File: src/rtl/arch_reg_dump_if.sv
// Dump stream port of arch_reg_dump_unit. Each beat carries a register index and its value.
// A beat transfers when valid and ready are both high in the same cycle.
interface arch_reg_dump_if #(
    parameter int AW         = 5,
    parameter int DATA_WIDTH = 32
);
    logic                  valid;
    logic                  ready;
    logic [AW-1:0]         idx;
    logic [DATA_WIDTH-1:0] data;
    logic                  last;

    modport master (output valid, idx, data, last, input ready);
    modport slave  (input valid, idx, data, last, output ready);
endinterface

File: src/rtl/arch_reg_dump_unit.sv
// Counts CPU run cycles until finish or watchdog expiry, then reads every architectural
// register through the ARCH_REG_READ port and streams {index, value} beats out.
module arch_reg_dump_unit #(
    parameter int NUM_ARCH_REGS  = 32,
    parameter int DATA_WIDTH     = 32,
    parameter int RD_LAT         = 1,
    parameter int CNT_WIDTH      = 32,
    parameter int TIMEOUT_CYCLES = 100000,
    localparam int AW = (NUM_ARCH_REGS > 1) ? $clog2(NUM_ARCH_REGS) : 1
) (
    input  logic                  clk,
    input  logic                  reset,
    input  logic                  i_cpu_finish,
    output logic [AW-1:0]         o_arch_rd_addr,
    input  logic [DATA_WIDTH-1:0] i_arch_rd_data,
    arch_reg_dump_if.master       dump,
    output logic [CNT_WIDTH-1:0]  o_cycle_count,
    output logic                  o_timeout,
    output logic                  o_done
);
    typedef enum logic [2:0] {S_RUN, S_ISSUE, S_WAIT, S_SEND, S_DONE} state_t;

    localparam logic [AW-1:0]        LAST_IDX = AW'(NUM_ARCH_REGS - 1);
    localparam logic [CNT_WIDTH-1:0] TO_LAST  = CNT_WIDTH'((TIMEOUT_CYCLES > 0) ? TIMEOUT_CYCLES - 1 : 0);
    localparam logic [CNT_WIDTH-1:0] CNT_MAX  = '1;
    localparam logic [1:0]           LAT      = 2'(RD_LAT);

    state_t                r_state;
    logic [AW-1:0]         r_idx;
    logic [AW-1:0]         r_addr;
    logic [AW-1:0]         r_dump_idx;
    logic [DATA_WIDTH-1:0] r_dump_data;
    logic                  r_valid;
    logic                  r_last;
    logic                  r_timeout;
    logic                  r_done;
    logic [CNT_WIDTH-1:0]  r_cnt;
    logic [1:0]            r_lat_cnt;

    logic w_xfer;
    logic w_idx_last;
    logic w_capture;

    assign w_xfer     = r_valid & dump.ready;
    assign w_idx_last = (r_idx == LAST_IDX);
    assign w_capture  = ((r_state == S_ISSUE) && (RD_LAT == 0)) ||
                        ((r_state == S_WAIT) && (r_lat_cnt == LAT));

    // The read address always tracks idx, so it is already stable in the ISSUE cycle;
    // that lets a combinational regfile (RD_LAT=0) be captured without a WAIT state.
    always_ff @(posedge clk) begin
        if (reset) begin
            r_state     <= S_RUN;
            r_idx       <= '0;
            r_addr      <= '0;
            r_dump_idx  <= '0;
            r_dump_data <= '0;
            r_valid     <= 1'b0;
            r_last      <= 1'b0;
            r_timeout   <= 1'b0;
            r_done      <= 1'b0;
            r_cnt       <= '0;
            r_lat_cnt   <= '0;
        end else begin
            case (r_state)
                S_RUN: begin
                    if (i_cpu_finish) begin
                        r_state <= S_ISSUE;
                    end else if ((TIMEOUT_CYCLES != 0) && (r_cnt == TO_LAST)) begin
                        r_timeout <= 1'b1;
                        r_state   <= S_ISSUE;
                    end else if (r_cnt != CNT_MAX) begin
                        r_cnt <= r_cnt + CNT_WIDTH'(1);
                    end
                end
                S_ISSUE: begin
                    r_addr    <= r_idx;
                    r_lat_cnt <= 2'd1;
                    r_state   <= (RD_LAT == 0) ? S_SEND : S_WAIT;
                end
                S_WAIT: begin
                    r_lat_cnt <= r_lat_cnt + 2'd1;
                    if (r_lat_cnt == LAT) begin
                        r_state <= S_SEND;
                    end
                end
                S_SEND: begin
                    if (w_xfer) begin
                        r_valid <= 1'b0;
                        if (w_idx_last) begin
                            r_done  <= 1'b1;
                            r_state <= S_DONE;
                        end else begin
                            r_idx   <= r_idx + AW'(1);
                            r_addr  <= r_idx + AW'(1);
                            r_state <= S_ISSUE;
                        end
                    end
                end
                default: r_state <= S_DONE;
            endcase

            if (w_capture) begin
                r_dump_data <= i_arch_rd_data;
                r_dump_idx  <= r_idx;
                r_last      <= w_idx_last;
                r_valid     <= 1'b1;
            end
        end
    end

    assign o_arch_rd_addr = r_addr;
    assign dump.valid     = r_valid;
    assign dump.idx       = r_dump_idx;
    assign dump.data      = r_dump_data;
    assign dump.last      = r_last;
    assign o_cycle_count  = r_cnt;
    assign o_timeout      = r_timeout;
    assign o_done         = r_done;
endmodule

File: src/flat_wrapper.sv
// flat-port wrapper written by rule: the top's interface ports become plain ports
module arch_reg_dump_unit_flat 
#(
    parameter int NUM_ARCH_REGS  = 32,
    parameter int DATA_WIDTH     = 32,
    parameter int RD_LAT         = 1,
    parameter int CNT_WIDTH      = 32,
    parameter int TIMEOUT_CYCLES = 100000,
    localparam int AW = (NUM_ARCH_REGS > 1) ? $clog2(NUM_ARCH_REGS) : 1
)
  (clk, reset, i_cpu_finish, o_arch_rd_addr, i_arch_rd_data, o_cycle_count, o_timeout, o_done, dump_valid, dump_idx, dump_data, dump_last, dump_ready);
  arch_reg_dump_if #(.AW((5)), .DATA_WIDTH(DATA_WIDTH)) dump_i ();
  input  logic clk;
  input  logic reset;
  input  logic i_cpu_finish;
  output logic [AW-1:0] o_arch_rd_addr;
  input  logic [DATA_WIDTH-1:0] i_arch_rd_data;
  output logic [CNT_WIDTH-1:0] o_cycle_count;
  output logic o_timeout;
  output logic o_done;
  output wire logic [$bits(dump_i.valid)-1:0] dump_valid;
  output wire logic [$bits(dump_i.idx)-1:0] dump_idx;
  output wire logic [$bits(dump_i.data)-1:0] dump_data;
  output wire logic [$bits(dump_i.last)-1:0] dump_last;
  input wire logic [$bits(dump_i.ready)-1:0] dump_ready;
  assign dump_valid = dump_i.valid;
  assign dump_idx = dump_i.idx;
  assign dump_data = dump_i.data;
  assign dump_last = dump_i.last;
  assign dump_i.ready = dump_ready;
  arch_reg_dump_unit #(.NUM_ARCH_REGS(NUM_ARCH_REGS), .DATA_WIDTH(DATA_WIDTH), .RD_LAT(RD_LAT), .CNT_WIDTH(CNT_WIDTH), .TIMEOUT_CYCLES(TIMEOUT_CYCLES)) u_core (.clk(clk), .reset(reset), .i_cpu_finish(i_cpu_finish), .o_arch_rd_addr(o_arch_rd_addr), .i_arch_rd_data(i_arch_rd_data), .dump(dump_i), .o_cycle_count(o_cycle_count), .o_timeout(o_timeout), .o_done(o_done));
endmodule
File: config.mk
export PLATFORM = sky130hd
export DESIGN_NAME = arch_reg_dump_unit_flat
export DESIGN_NICKNAME = d
export VERILOG_FILES = /design/src/rtl/arch_reg_dump_if.sv /design/src/rtl/arch_reg_dump_unit.sv /design/src/flat_wrapper.sv
export SDC_FILE = /design/constraint.sdc
export NUM_CORES = 1
export LEC_CHECK = 0
export BUFFER_PORTS_ARGS = -buffer_cell sky130_fd_sc_hd__buf_2
export CORE_AREA = 8 8 99 101
export CTS_BUF_LIST = sky130_fd_sc_hd__clkbuf_16
export DETAILED_ROUTE_END_ITERATION = 10
export DIE_AREA = 0 0 107 109
export GPL_TIMING_DRIVEN = 0
export PLACE_DENSITY = 0.82
export SLEW_MARGIN = 15
export SYNTH_ARGS = -nofsm -noshare
export SYNTH_HDL_FRONTEND = slang
export SYNTH_SLANG_ARGS = --single-unit
export TNS_END_PERCENT = 100
File: constraint.sdc
create_clock -name clk -period 4.2 [get_ports clk]
set_input_delay 0.42 -clock clk [delete_from_list [all_inputs] [get_ports clk]]
set_output_delay 0.42 -clock clk [all_outputs]
set_load 0.05 [all_outputs]
==> results of run 1 <==
[through the flow]
stage          hold slack [ns]  cell area (µm²)  cells
2_1_floorplan            0.462             4030    479
3_3_place_gp             0.439             4730    699
3_5_place_dp             0.444             4730    699
4_1_cts                  0.313             5020    715
5_1_grt                  0.322             5020    715
6_report                 0.318             5020    715
[routing by layer]
layer  global-route usage, %  wire length [µm]
met1                    22.3              4910
met2                    31.6              5110
met3                    5.97              1000
met4                    8.04               232
met5                       0                 0
[cells in the final DEF, fill, tap and decap left out, types with 3 or more instances in the layout]
master,count
nand4_1,9
ha_1,4
o21ai_0,4
dfxtp_1,88
a21oi_2,7
nor4_2,5
nor2b_1,6
nor3_1,4
xor2_1,3
or3_1,3
a21oi_1,58
nand2_1,97
nor4_1,7
clkbuf_1,19
buf_2,116
mux2_4,5
a211oi_1,3
inv_1,11
and4_1,3
or4_1,16
and3_1,4
clkbuf_16,9
xnor2_1,6
o31ai_1,16
nand3_1,17
nor2_1,33
nor3_2,4
[logic make-up after synthesis]
| group | count (synthesis) |
|---|---|
| compound gates | 106 |
| flops | 88 |
| buf+inv | 40 |
| simple gates | 224 |
| xor+xnor | 9 |
| mux | 8 |
| fa+ha+maj | 4 |
[critical path, cell delays in order (launching register included)]
cell and delay, ns:
dfxtp_1 0.41, ha_1 0.24, nand4_1 0.20, or4_4 0.61
nor3_4 0.34, buf_6 0.22, nor4_2 0.06, mux2_4 0.30
[cells in the mapped netlist, types with 5 or more instances]
master / number / share of area, %
nand2_1: 97 / 9.0
nand4_1: 9 / 1.4
inv_1: 10 / 0.93
or4_1: 16 / 3.0
a21oi_1: 58 / 7.2
nor2_1: 33 / 3.1
mux2_4: 5 / 1.9
nor4_2: 5 / 1.6
a21oi_2: 7 / 1.5
xnor2_1: 6 / 1.3
nor4_1: 7 / 1.1
dfxtp_1: 88 / 44
nand3_1: 17 / 2.1
clkbuf_1: 19 / 1.8
o31ai_1: 16 / 3.0
nor2b_1: 6 / 0.93
[state kept, by name, summed over array words and instances, names as in the netlist]
signal	flops
u_core.o_done	1
u_core.dump.valid	1
u_core.r_state	3
u_core.dump.last	1
u_core.o_timeout	1
u_core.o_arch_rd_addr	5
u_core.dump.idx	5
u_core.o_cycle_count	32
u_core.dump.data	32
u_core.r_idx	5
u_core.r_lat_cnt	2
[cell type report]
type	count	area [µm²]	share of cell area [%]
Buffer	30	151	3.01
Multi-Input combinational cell	351	2080	41.4
Tap cell	108	135	2.69
Clock buffer	9	225	4.48
Sequential cell	88	1760	35.1
Inverter	10	37.5	0.747
Timing Repair Buffer	112	561	11.2
Clock inverter	7	71.3	1.42
[where the power goes]
group,internal [µW],leakage (µW),switching [µW],total [µW]
Sequential,861,0.000711,18.1,879
Clock,462,0.000144,340,802
Combinational,68.5,0.00109,181,250
Total,1390,0.00194,539,1930
[final timing paths]
kind | depth (start not counted) | from | endpoint | slack, ns
worst min register to register | 2 | u_core.dump.data[18] | u_core.dump.data[18] | 0.45
worst max register to register | 7 | u_core.o_cycle_count[0] | u_core.o_cycle_count[12] | 1.71
worst min-delay path | 3 | i_arch_rd_data[28] | u_core.dump.data[28] | 0.32
worst max-delay path | 7 | u_core.o_cycle_count[0] | u_core.o_cycle_count[12] | 1.71
==> impl_results.md, run 1 <==
* Avg Inst Size Synth at ~8.4 µm²
* Vias in the first global route at a little under 4000
* Min Tclk post-route at 2.49 ns
* Number of synthesized flops with an enable pin at 0
* H-tree levels at 3
* Ys async rst share at 0%
* Data arrival time of the worst path at 2.71 ns
* Area grow syn2layout at 24.6%
* Post-CTS Hold Buffers at 0
* Port Buffers at about 110
* Ratio of cells with drive above 1 in the final layout at 27.5%
* Slew @ Worst Pin at 0.711 ns
* Max transition margin at a little over half
* Root buf cell: clkbuf_16
* Fill count at 718
* Die area at 11700 µm²
* # DRC at 0
* Post_cts resized at 0
* RSZ-0062 raised after global routing: false
* GRT overflow at 0
* Core Rows at 34
* Status: finished clean
* Top_reg_cell synth: dfxtp_1
* Required time of the critical path at 4.42 ns
* Tot Pwr at 1930 µW
* Yosys cell types at 61
* First-pass GRT wire length at 18.1 mm
* Final nets at 642
* Peak supply drop at 219 µV
* Post-synthesis mux area share at ~2.6%
* Post-Synth Adder-Cell Area at 1.24%
* Setup CP Type: reg -> reg
* Pwr dens at 384 nW/µm²
* Vias per cell at 5.60
* Fmax at 401 MHz
* Final Setup Violations at 0
* Routed WL at 11.3 mm
* Pre-Repair DR Iteration Count at 6
* Simple-gate share of the synthesized area at 29.0%
* Final hold vios at 0
* Layout Skew at between 0.005 and 0.006 ns
* TritonCTS Buffers at 9
* Hold crit path type: in -> reg
* Post-CTS Setup Bufs at 0
* Seq/Total Area, Yosys at a little over two fifths
* Synth Instances at about 480
* Vias after detailed routing at 4002
* Net Count, Synth at slightly above 500
* Core box area at 8380 µm²
* Yosys warns at 0
* CTS Buffer Depth at 2
* Setup TNS at 0 ns
* Layout Utilization at 59.9%
* Slew Limit Fails at 0
* Post-route setup slack at 1.71 ns
* Xor/xnor share of the synthesized area at 1.96%
* Crit-path max FO at 10
* Num ports at 114
* GPL Wtd Cong at 0.915
* DP Wirelength at 8.46 mm
* Setup WS pre-CTS at 1.74 ns
* Antenna Cells at 0
* Period utilisation layout at 59.3%
* Largest family of logic cells by synthesized area: simple AND/OR/NAND/NOR gates
* Num Clock Sinks at 88
* Largest net degree at the start of global routing at 16
* Cell leakage power at 0.00194 µW
* Initial antenna violation count at 0
* Initial DRC Count at 168
* Synthesized area at 4030 µm²
* Register bit count reported by yosys at approximately 90
* Starting density of the core at between 40% and 50%
* Number of routed nets with antenna violations at 0
* Crit path launch type: register
* Die Y at 109 µm
* CP endpoint kind: register
* WL per Instance at 15.7 µm
* All-Layer GR Usage at 19.0%
* Chip width at 107 µm
* Fraction of the mapped netlist area in compound gates at 16.8%
* Max-cap violations at 0
* Clk pin slew, worst setup/hold paths at 0.07 ns
* CTS tree: done
* Clock Latency Late Sink at about 0.33 ns
Power figures use the tool's default switching activity.
==> inputs of run 2 (changes only) <==
--- a/config.mk
+++ b/config.mk
@@ -6,12 +6,12 @@
 export NUM_CORES = 1
 export LEC_CHECK = 0
 export BUFFER_PORTS_ARGS = -buffer_cell sky130_fd_sc_hd__buf_2
-export CORE_AREA = 8 8 99 101
+export CORE_AREA = 8 8 102 104
 export CTS_BUF_LIST = sky130_fd_sc_hd__clkbuf_16
 export DETAILED_ROUTE_END_ITERATION = 10
-export DIE_AREA = 0 0 107 109
+export DIE_AREA = 0 0 110 112
 export GPL_TIMING_DRIVEN = 0
-export PLACE_DENSITY = 0.82
+export PLACE_DENSITY = 0.81
 export SLEW_MARGIN = 15
 export SYNTH_ARGS = -nofsm -noshare
 export SYNTH_HDL_FRONTEND = slang
==> constraint.sdc (replaced) <==
create_clock -name clk -period 2.15 [get_ports clk]
set_input_delay 0.215 -clock clk [delete_from_list [all_inputs] [get_ports clk]]
set_output_delay 0.215 -clock clk [all_outputs]
set_load 0.05 [all_outputs]
==> run 2 against run 1 <==
  * Die area grew 5.6%
  * Utilization decreased by 0.70 points
  * Critical path depth did not move
  * Cell count grew 1.8%
  * Design area is 4.8% higher
  * First-iteration DRC count up 110%
  * Clock-buffer cell count is 1 higher
  * Clock power up 110%
  * Fmax rose by 17%
  * Total power grew 100%
  * Routed wire length is 11% higher
  * Largest power group unchanged
  * Highest routed layer unchanged
==> impl_results.md, run 2 (synthesis gave the netlist of run 1 again) <==
* Max transition margin at 57.5% (was 52.2%)
* Logic pwr share at 13.3% (was 12.9%)
* Die Y at 112 µm (was 109 µm)
* Antenna Cells at 0 (unchanged)
* GPL Wtd Cong at 0.903 (was 0.915)
* Initial DRC Count at 351 (was 168)
* Post-CTS Hold Buffers at 0 (unchanged)
* WHS at 0.109 ns (was 0.318 ns)
* Required time of the critical path at 2.38 ns (was 4.42 ns)
* Reg power frac at 44.2% (was 45.5%)
* Die area at 12300 µm² (was 11700 µm²)
* Period utilisation layout at 98.7% (was 59.3%)
* CP endpoint kind: register (unchanged)
* Hold crit path type: in -> reg (unchanged)
* Vias after detailed routing at 4242 (was 4002)
* H-tree levels at 3 (unchanged)
* Final hold vios at 0 (unchanged)
* Core box area at 8890 µm² (was 8380 µm²)
* Slowest-stage cell, CP: or4_4 (unchanged)
* DP Wirelength at 8.80 mm (was 8.46 mm)
* Slew Limit Fails at 0 (unchanged)
* WL per Instance at 17.1 µm (was 15.7 µm)
* CTS tree: done (unchanged)
* Clock Latency Late Sink at 0.34 ns (was 0.33 ns)
* Setup crit end: u_core.o_cycle_count[12] (unchanged)
* Pint at 2800 µW (was 1390 µW)
* GRT overflow at 0 (unchanged)
* Critical path buffers and inverters at 1 (unchanged)
* Slew @ Worst Pin at 0.638 ns (was 0.711 ns)
* Chip width at 110 µm (was 107 µm)
* Worst Setup SP: u_core.o_cycle_count[1] (was u_core.o_cycle_count[0])
* Fmax at 471 MHz (was 401 MHz)
* Setup CP Type: reg -> reg (unchanged)
* Fill count at 794 (was 718)
* Sw Ratio at 27.7% (was 27.9%)
* CTS Buffer Depth at 2 (unchanged)
* Number of cells on the critical path at 7 (unchanged)
* Crit path launch type: register (unchanged)
* Cell leakage power at 0.00206 µW (was 0.00194 µW)
* Clock power share at 42.5% (was 41.5%)
* Port Buffers at 112 (unchanged)
* All-Layer GR Usage at 19.3% (was 19.0%)
* Initial antenna violation count at 0 (unchanged)
* Most frequent cells in the layout: buf_2, nand2_1, dfxtp_1 (unchanged)
* Delay-heaviest family, CP: simple AND/OR/NAND/NOR gates (unchanged)
* Largest net degree at the start of global routing at 16 (unchanged)
* Core Rows at 35 (was 34)
* Reg2reg setup slack at 0.03 ns (was 1.71 ns)
* Data arrival time of the worst path at 2.35 ns (was 2.71 ns)
* Number of routed nets with antenna violations at 0 (unchanged)
* Routed WL at 12.5 mm (was 11.3 mm)
* # DRC at 0 (unchanged)
* Tot Pwr at 3870 µW (was 1930 µW)
* Vias per cell at 5.83 (was 5.60)
* Pre-Repair DR Iteration Count at 5 (was 6)
* Vias in the first global route at 3952 (was 3851)
* Worst reg2reg endpoint: u_core.o_cycle_count[12] (unchanged)
* Crit-path cells: ha_4, nand4_1, or4_4, nor3_4, buf_6, nor4_2, mux2_4 (was ha_1, nand4_1, or4_4, nor3_4, buf_6, nor4_2, mux2_4)
* CP max stage delay at 0.48 ns (was 0.61 ns)
* Clk pin slew, worst setup/hold paths at 0.06 ns (was 0.07 ns)
* Num Clock Sinks at 88 (unchanged)
* Commonest non-fill, non-tap cell in the layout: buf_2 (unchanged)
* Starting density of the core at 45.3% (was 48.1%)
* Max-cap violations at 0 (unchanged)
* Ratio of cells with drive above 1 in the final layout at 34.8% (was 27.5%)
* Min Tclk post-route at 2.12 ns (was 2.49 ns)
* Final Setup Violations at 0 (unchanged)
* Num ports at 114 (unchanged)
* Layout Utilization at 59.2% (was 59.9%)
* Crit-path max FO at 8 (was 10)
* Worst r2r src: u_core.o_cycle_count[1] (was u_core.o_cycle_count[0])
* Status: finished clean (unchanged)
* Setup WS pre-CTS at -0.107 ns (was 1.74 ns)
* Root buf cell: clkbuf_16 (unchanged)
* Net switching power at 1070 µW (was 539 µW)
* TritonCTS Buffers at 9 (unchanged)
* Pwr dens at 735 nW/µm² (was 384 nW/µm²)
* Area grow syn2layout at 30.6% (was 24.6%)
* First-pass GRT wire length at 19.3 mm (was 18.1 mm)
* Peak supply drop at 377 µV (was 219 µV)
* Final nets at 653 (was 642)
* Worst R2R Path Depth at 7 (unchanged)
* Layout Skew at 0.00627 ns (was 0.00526 ns)
* Post-route setup slack at 0.0287 ns (was 1.71 ns)
## run 2: cell types whose count changed in the layout (fill, tap and decap cells not counted), moves of 2 or more
cell	before	now
buf_4	2	13
dfxtp_1	88	64
dfxtp_2	0	15
nor3_4	1	3
clkbuf_1	19	14
clkinvlp_4	2	0
nor3_1	4	2
dfxtp_4	0	9
clkbuf_2	0	4
## run 2: final cells by class
type	instances	area (µm²)	area share, %
plain buffers	29	153	2.90
flip-flops and latches	88	1810	34.4
clock inverters	5	61.3	1.16
inverters	10	37.5	0.713
multi-input cells	351	2160	41.1
well taps	111	139	2.64
repair buffers	124	648	12.3
clock buffers	10	250	4.75
## run 2: stage by stage
stage	std cells	cell area, µm²	TNS (ns)
after floorplan	479	4100	0
after global placement	702	4790	-0.804
after detailed placement	702	4790	-1.87
after CTS	719	5150	0
after global routing	728	5270	-0.132
final	728	5270	0
## run 2: routing by layer
layer / wire length, µm / GRT usage, % / vias to the layer above / part of all wire [%]
met2: 6500 / 33.6 / 195 / 52
met3: 768 / 3.18 / 36 / 6.2
met1: 4880 / 22.4 / 2029 / 39
li1: - / - / 1982 / -
met5: 0 / 0 / - / 0
met4: 335 / 8.56 / 0 / 2.7
## run 2: worst min-delay path: cells and delay by family
kind,cells,cell delay (ns)
buffers and inverters,1,0.09
AND/OR/NAND/NOR,1,0.04
AO/OA/AOI/OAI,1,0.05
## run 2: repair_timing
item,CTS,global route
buffers inserted,3,8
endpoints found under the setup margin,49,38
pin swaps,1,3
gates resized for setup,5,14
cloned,0,1
## run 2: how the worst min path moves through the flow
stage                         start                   end  cells after the start
4_1_cts          i_arch_rd_data[11]  u_core.dump.data[11]                      3
2_1_floorplan     i_arch_rd_data[0]   u_core.dump.data[0]                      2
6_report          i_arch_rd_data[8]   u_core.dump.data[8]                      3
5_1_grt           i_arch_rd_data[8]   u_core.dump.data[8]                      3
3_3_place_gp   u_core.dump.data[21]  u_core.dump.data[21]                      2
3_5_place_dp   u_core.dump.data[16]  u_core.dump.data[16]                      2
## run 2: power groups by stage
stage	Sequential, µW	Clock [µW]	Combinational [µW]
floorplan	1890	0	207
global placement	1740	0	478
detailed placement	1750	0	489
CTS	1710	1660	504
global route	1720	1730	552
finish	1710	1650	515
==> inputs of run 3 (changes only) <==
--- a/config.mk
+++ b/config.mk
@@ -5,11 +5,12 @@
 export SDC_FILE = /design/constraint.sdc
 export NUM_CORES = 1
 export LEC_CHECK = 0
+export ABC_AREA = 1
 export BUFFER_PORTS_ARGS = -buffer_cell sky130_fd_sc_hd__buf_2
-export CORE_AREA = 8 8 102 104
+export CORE_AREA = 8 8 108 110
 export CTS_BUF_LIST = sky130_fd_sc_hd__clkbuf_16
 export DETAILED_ROUTE_END_ITERATION = 10
-export DIE_AREA = 0 0 110 112
+export DIE_AREA = 0 0 116 118
 export GPL_TIMING_DRIVEN = 0
 export PLACE_DENSITY = 0.81
 export SLEW_MARGIN = 15
==> run 3 against run 2 <==
  * Critical path depth up 3
  * Setup slack better by 0.12 ns
  * Area after synthesis up 17%
  * Sequential power up 2%
  * Register-to-register slack better by 0.12 ns
  * Flip-flop and latch count unchanged
  * Utilization down 1.6 points
  * Worst hold slack better by 0.028 ns
  * Sequential share of layout area down 3.8 points
  * Synthesized cell count up 48%
  * Combinational power up 71%
  * Routed wire length up 15%
  * Largest cell class unchanged
==> impl_results.md, run 3 <==
* Status: finished clean (unchanged)
* Setup TNS at 0 ns (unchanged)
* Most frequent cells in the layout: nand2_1, buf_2, nand3_1, dfxtp_1, nor2_1 (was buf_2, nand2_1, dfxtp_1)
* Crit-path max FO at 10 (was 8)
* DP Wirelength at 11.1 mm (was 8.80 mm)
* Required time of the critical path at 2.35 ns (was 2.38 ns)
* Vias in the first global route at 4637 (was 3952)
* Chip width at 116 µm (was 110 µm)
* Avg Inst Size Synth at 6.64 µm² (was 8.42 µm²)
* # DRC at 0 (unchanged)
* Die area at 13700 µm² (was 12300 µm²)
* Ys async rst share at 0% (unchanged)
* Core Rows at 37 (was 35)
* Max transition margin at 49.8% (was 57.5%)
* Clock power share at 36.9% (was 42.5%)
* GRT overflow at 0 (unchanged)
* Period utilisation layout at 93.3% (was 98.7%)
* CTS Buffer Depth at 2 (unchanged)
* CP endpoint kind: register (unchanged)
* Number of synthesized flops with an enable pin at 0 (unchanged)
* Die Y at 118 µm (was 112 µm)
* Logic pwr share at 21.1% (was 13.3%)
* Worst r2r src: u_core.o_cycle_count[0] (was u_core.o_cycle_count[1])
* Routed WL at 14.3 mm (was 12.5 mm)
* Fill count at 1023 (was 794)
* TritonCTS Buffers at 9 (unchanged)
* Vias after detailed routing at 4972 (was 4242)
* Seq/Total Area, Yosys at 37.3% (was 43.7%)
* Top post-synthesis cells by area: dfxtp_1, nand2_1, nand3_1 (was dfxtp_1, nand2_1, a21oi_1)
* Pint at 2750 µW (was 2800 µW)
* Clk pin slew, worst setup/hold paths at 0.07 ns (was 0.06 ns)
* Hold crit path type: in -> reg (unchanged)
* RSZ-0062 raised after global routing: false
* Number of routed nets with antenna violations at 0 (unchanged)
* Area grow syn2layout at 21.9% (was 30.6%)
* Min-delay src: i_arch_rd_data[3] (was i_arch_rd_data[8])
* Count leader, synth: nand2_1 (unchanged)
* Worst Setup SP: u_core.o_cycle_count[0] (was u_core.o_cycle_count[1])
* Num ports at 114 (unchanged)
* Setup CP Type: reg -> reg (unchanged)
* Largest net degree at the start of global routing at 18 (was 16)
* Crit path launch type: register (unchanged)
* Yosys warns at 0 (unchanged)
* All-Layer GR Usage at 20.6% (was 19.3%)
* Clock Latency Late Sink at 0.34 ns (about the same)
* Post-synth top area share at 37.3% (was 43.7%)
* Pwr dens at 725 nW/µm² (was 735 nW/µm²)
* Synth Instances at 711 (was 479)
* Sw Ratio at 34.1% (was 27.7%)
* Cell leakage power at 0.00231 µW (was 0.00206 µW)
* Post-synth top area cell: dfxtp_1 (unchanged)
* Yosys cell types at 28 (was 61)
* Port Buffers at 112 (unchanged)
* Synthesized area at 4720 µm² (was 4030 µm²)
* Reg power frac at 41.9% (was 44.2%)
* Final nets at 874 (was 653)
* Ratio of cells with drive above 1 in the final layout at 23.8% (was 34.8%)
* Starting density of the core at 47.2% (was 45.3%)
* Leading cell types by count after synthesis: nand2_1, dfxtp_1, nand3_1, nor2_1, a21oi_1 (was nand2_1, dfxtp_1, a21oi_1, nor2_1, clkbuf_1)
* Register bit count reported by yosys at 88 (unchanged)
* GPL Wtd Cong at 1.01 (was 0.903)
* Initial antenna violation count at 0 (unchanged)
* WL per Instance at 14.7 µm (was 17.1 µm)
* Net switching power at 1430 µW (was 1070 µW)
* Slew @ Worst Pin at 0.754 ns (was 0.638 ns)
* Post-CTS Hold Buffers at 0 (unchanged)
* Post-CTS Setup Bufs at 0 (was 3)
* Layout Skew at 0.00961 ns (was 0.00627 ns)
* Commonest non-fill, non-tap cell in the layout: nand2_1 (was buf_2)
* Final Setup Violations at 0 (unchanged)
* Num Clock Sinks at 88 (unchanged)
* Vias per cell at 5.10 (was 5.83)
* Initial DRC Count at 278 (was 351)
* Data arrival time of the worst path at 2.20 ns (was 2.35 ns)
* Final hold vios at 0 (unchanged)
* Net Count, Synth at 751 (was 519)
* CTS tree: done (unchanged)
* Pre-Repair DR Iteration Count at 5 (unchanged)
* Max-cap violations at 0 (unchanged)
* WHS at 0.137 ns (was 0.109 ns)
* Min Tclk post-route at 2.01 ns (was 2.12 ns)
* Core box area at 10000 µm² (was 8890 µm²)
* Fmax at 499 MHz (was 471 MHz)
* Root buf cell: clkbuf_16 (unchanged)
* Slew Limit Fails at 0 (unchanged)
* First-pass GRT wire length at 22.9 mm (was 19.3 mm)
* Top_reg_cell synth: dfxtp_1 (unchanged)
* Peak supply drop at 357 µV (was 377 µV)
* Antenna Cells at 0 (unchanged)
* H-tree levels at 3 (unchanged)
-- run 3: cell count changes after synthesis, moves of 23 or more --
cell	previous run	this run
nand3_1	17	86
inv_1	10	53
nand2_2	0	23
nand2_1	97	207
nor2_1	33	83
-- run 3: metal layers --
metal	wire length, µm	vias to the layer above	GRT usage (%)
met3	1120	18	4.16
met5	0	-	0
met1	6270	2237	25.3
met2	6730	164	35.3
li1	-	2553	-
met4	208	0	5.76
-- run 3: final cells by class --
class                   count  area [µm²]  share of cell area (%)
plain buffers              33         183                    3.17
multi-input cells         535        2590                    44.9
well taps                 136         170                    2.95
repair buffers            112         561                    9.73
clock inverters             7        61.3                    1.06
flip-flops and latches     88        1770                    30.7
clock buffers               9         225                    3.91
inverters                  55         206                    3.58
-- run 3: stage by stage --
stage	utilization [%]	total power, µW	cells	setup WS, ns	instance area, µm²
after global placement	54.6	2660	959	0.00502	5460
after detailed placement	54.6	2670	959	0.00620	5460
final	57.6	4180	975	0.144	5760
after CTS	57.5	4190	975	0.0531	5750
after floorplan	-	2430	711	0.0263	4730
after global routing	57.6	4350	975	0.0100	5760
-- run 3: kinds of logic (layout without fill, tap and decap cells) --
logic type / count (synthesis) / in the layout / share of synthesized area [%]
AND/OR/NAND/NOR: 417 / 417 / 38.4
adder cells (fa/ha/maj): 4 / 4 / 1.06
buffers and inverters: 88 / 216 / 8.10
AO/OA/AOI/OAI: 103 / 103 / 13.1
flip-flops: 88 / 88 / 37.3
XOR/XNOR: 11 / 11 / 2.04
-- run 3: worst paths after layout --
kind,endpoint,slack [ns],cells after the start
min,u_core.dump.data[3],0.14,3
max,u_core.o_cycle_count[25],0.14,10
max reg2reg,u_core.o_cycle_count[25],0.14,10
min reg2reg,u_core.o_done,0.46,2
-- run 3: timing repair --
action / in CTS / in global routing
hold endpoints to repair: 0 / 0
setup endpoints to repair: 5 / 37
resized for setup: 2 / 7
-- run 3: worst max-delay path, cell delays in order, from the launching register on --
cell and delay [ns]:
dfxtp_4 0.41, ha_1 0.15, clkbuf_4 0.19, inv_2 0.06, nor2_4 0.17, nand2_2 0.14
nor2_4 0.16, nand3_4 0.13, clkbuf_2 0.24, nand3_1 0.15, a21oi_2 0.05
-- run 3: power by group through the flow --
stage / Sequential (µW) / Combinational [µW] / Clock (µW)
3_3_place_gp: 1790 / 874 / 0
2_1_floorplan: 1970 / 455 / 0
3_5_place_dp: 1790 / 881 / 0
5_1_grt: 1760 / 950 / 1640
6_report: 1750 / 882 / 1540
4_1_cts: 1750 / 883 / 1560
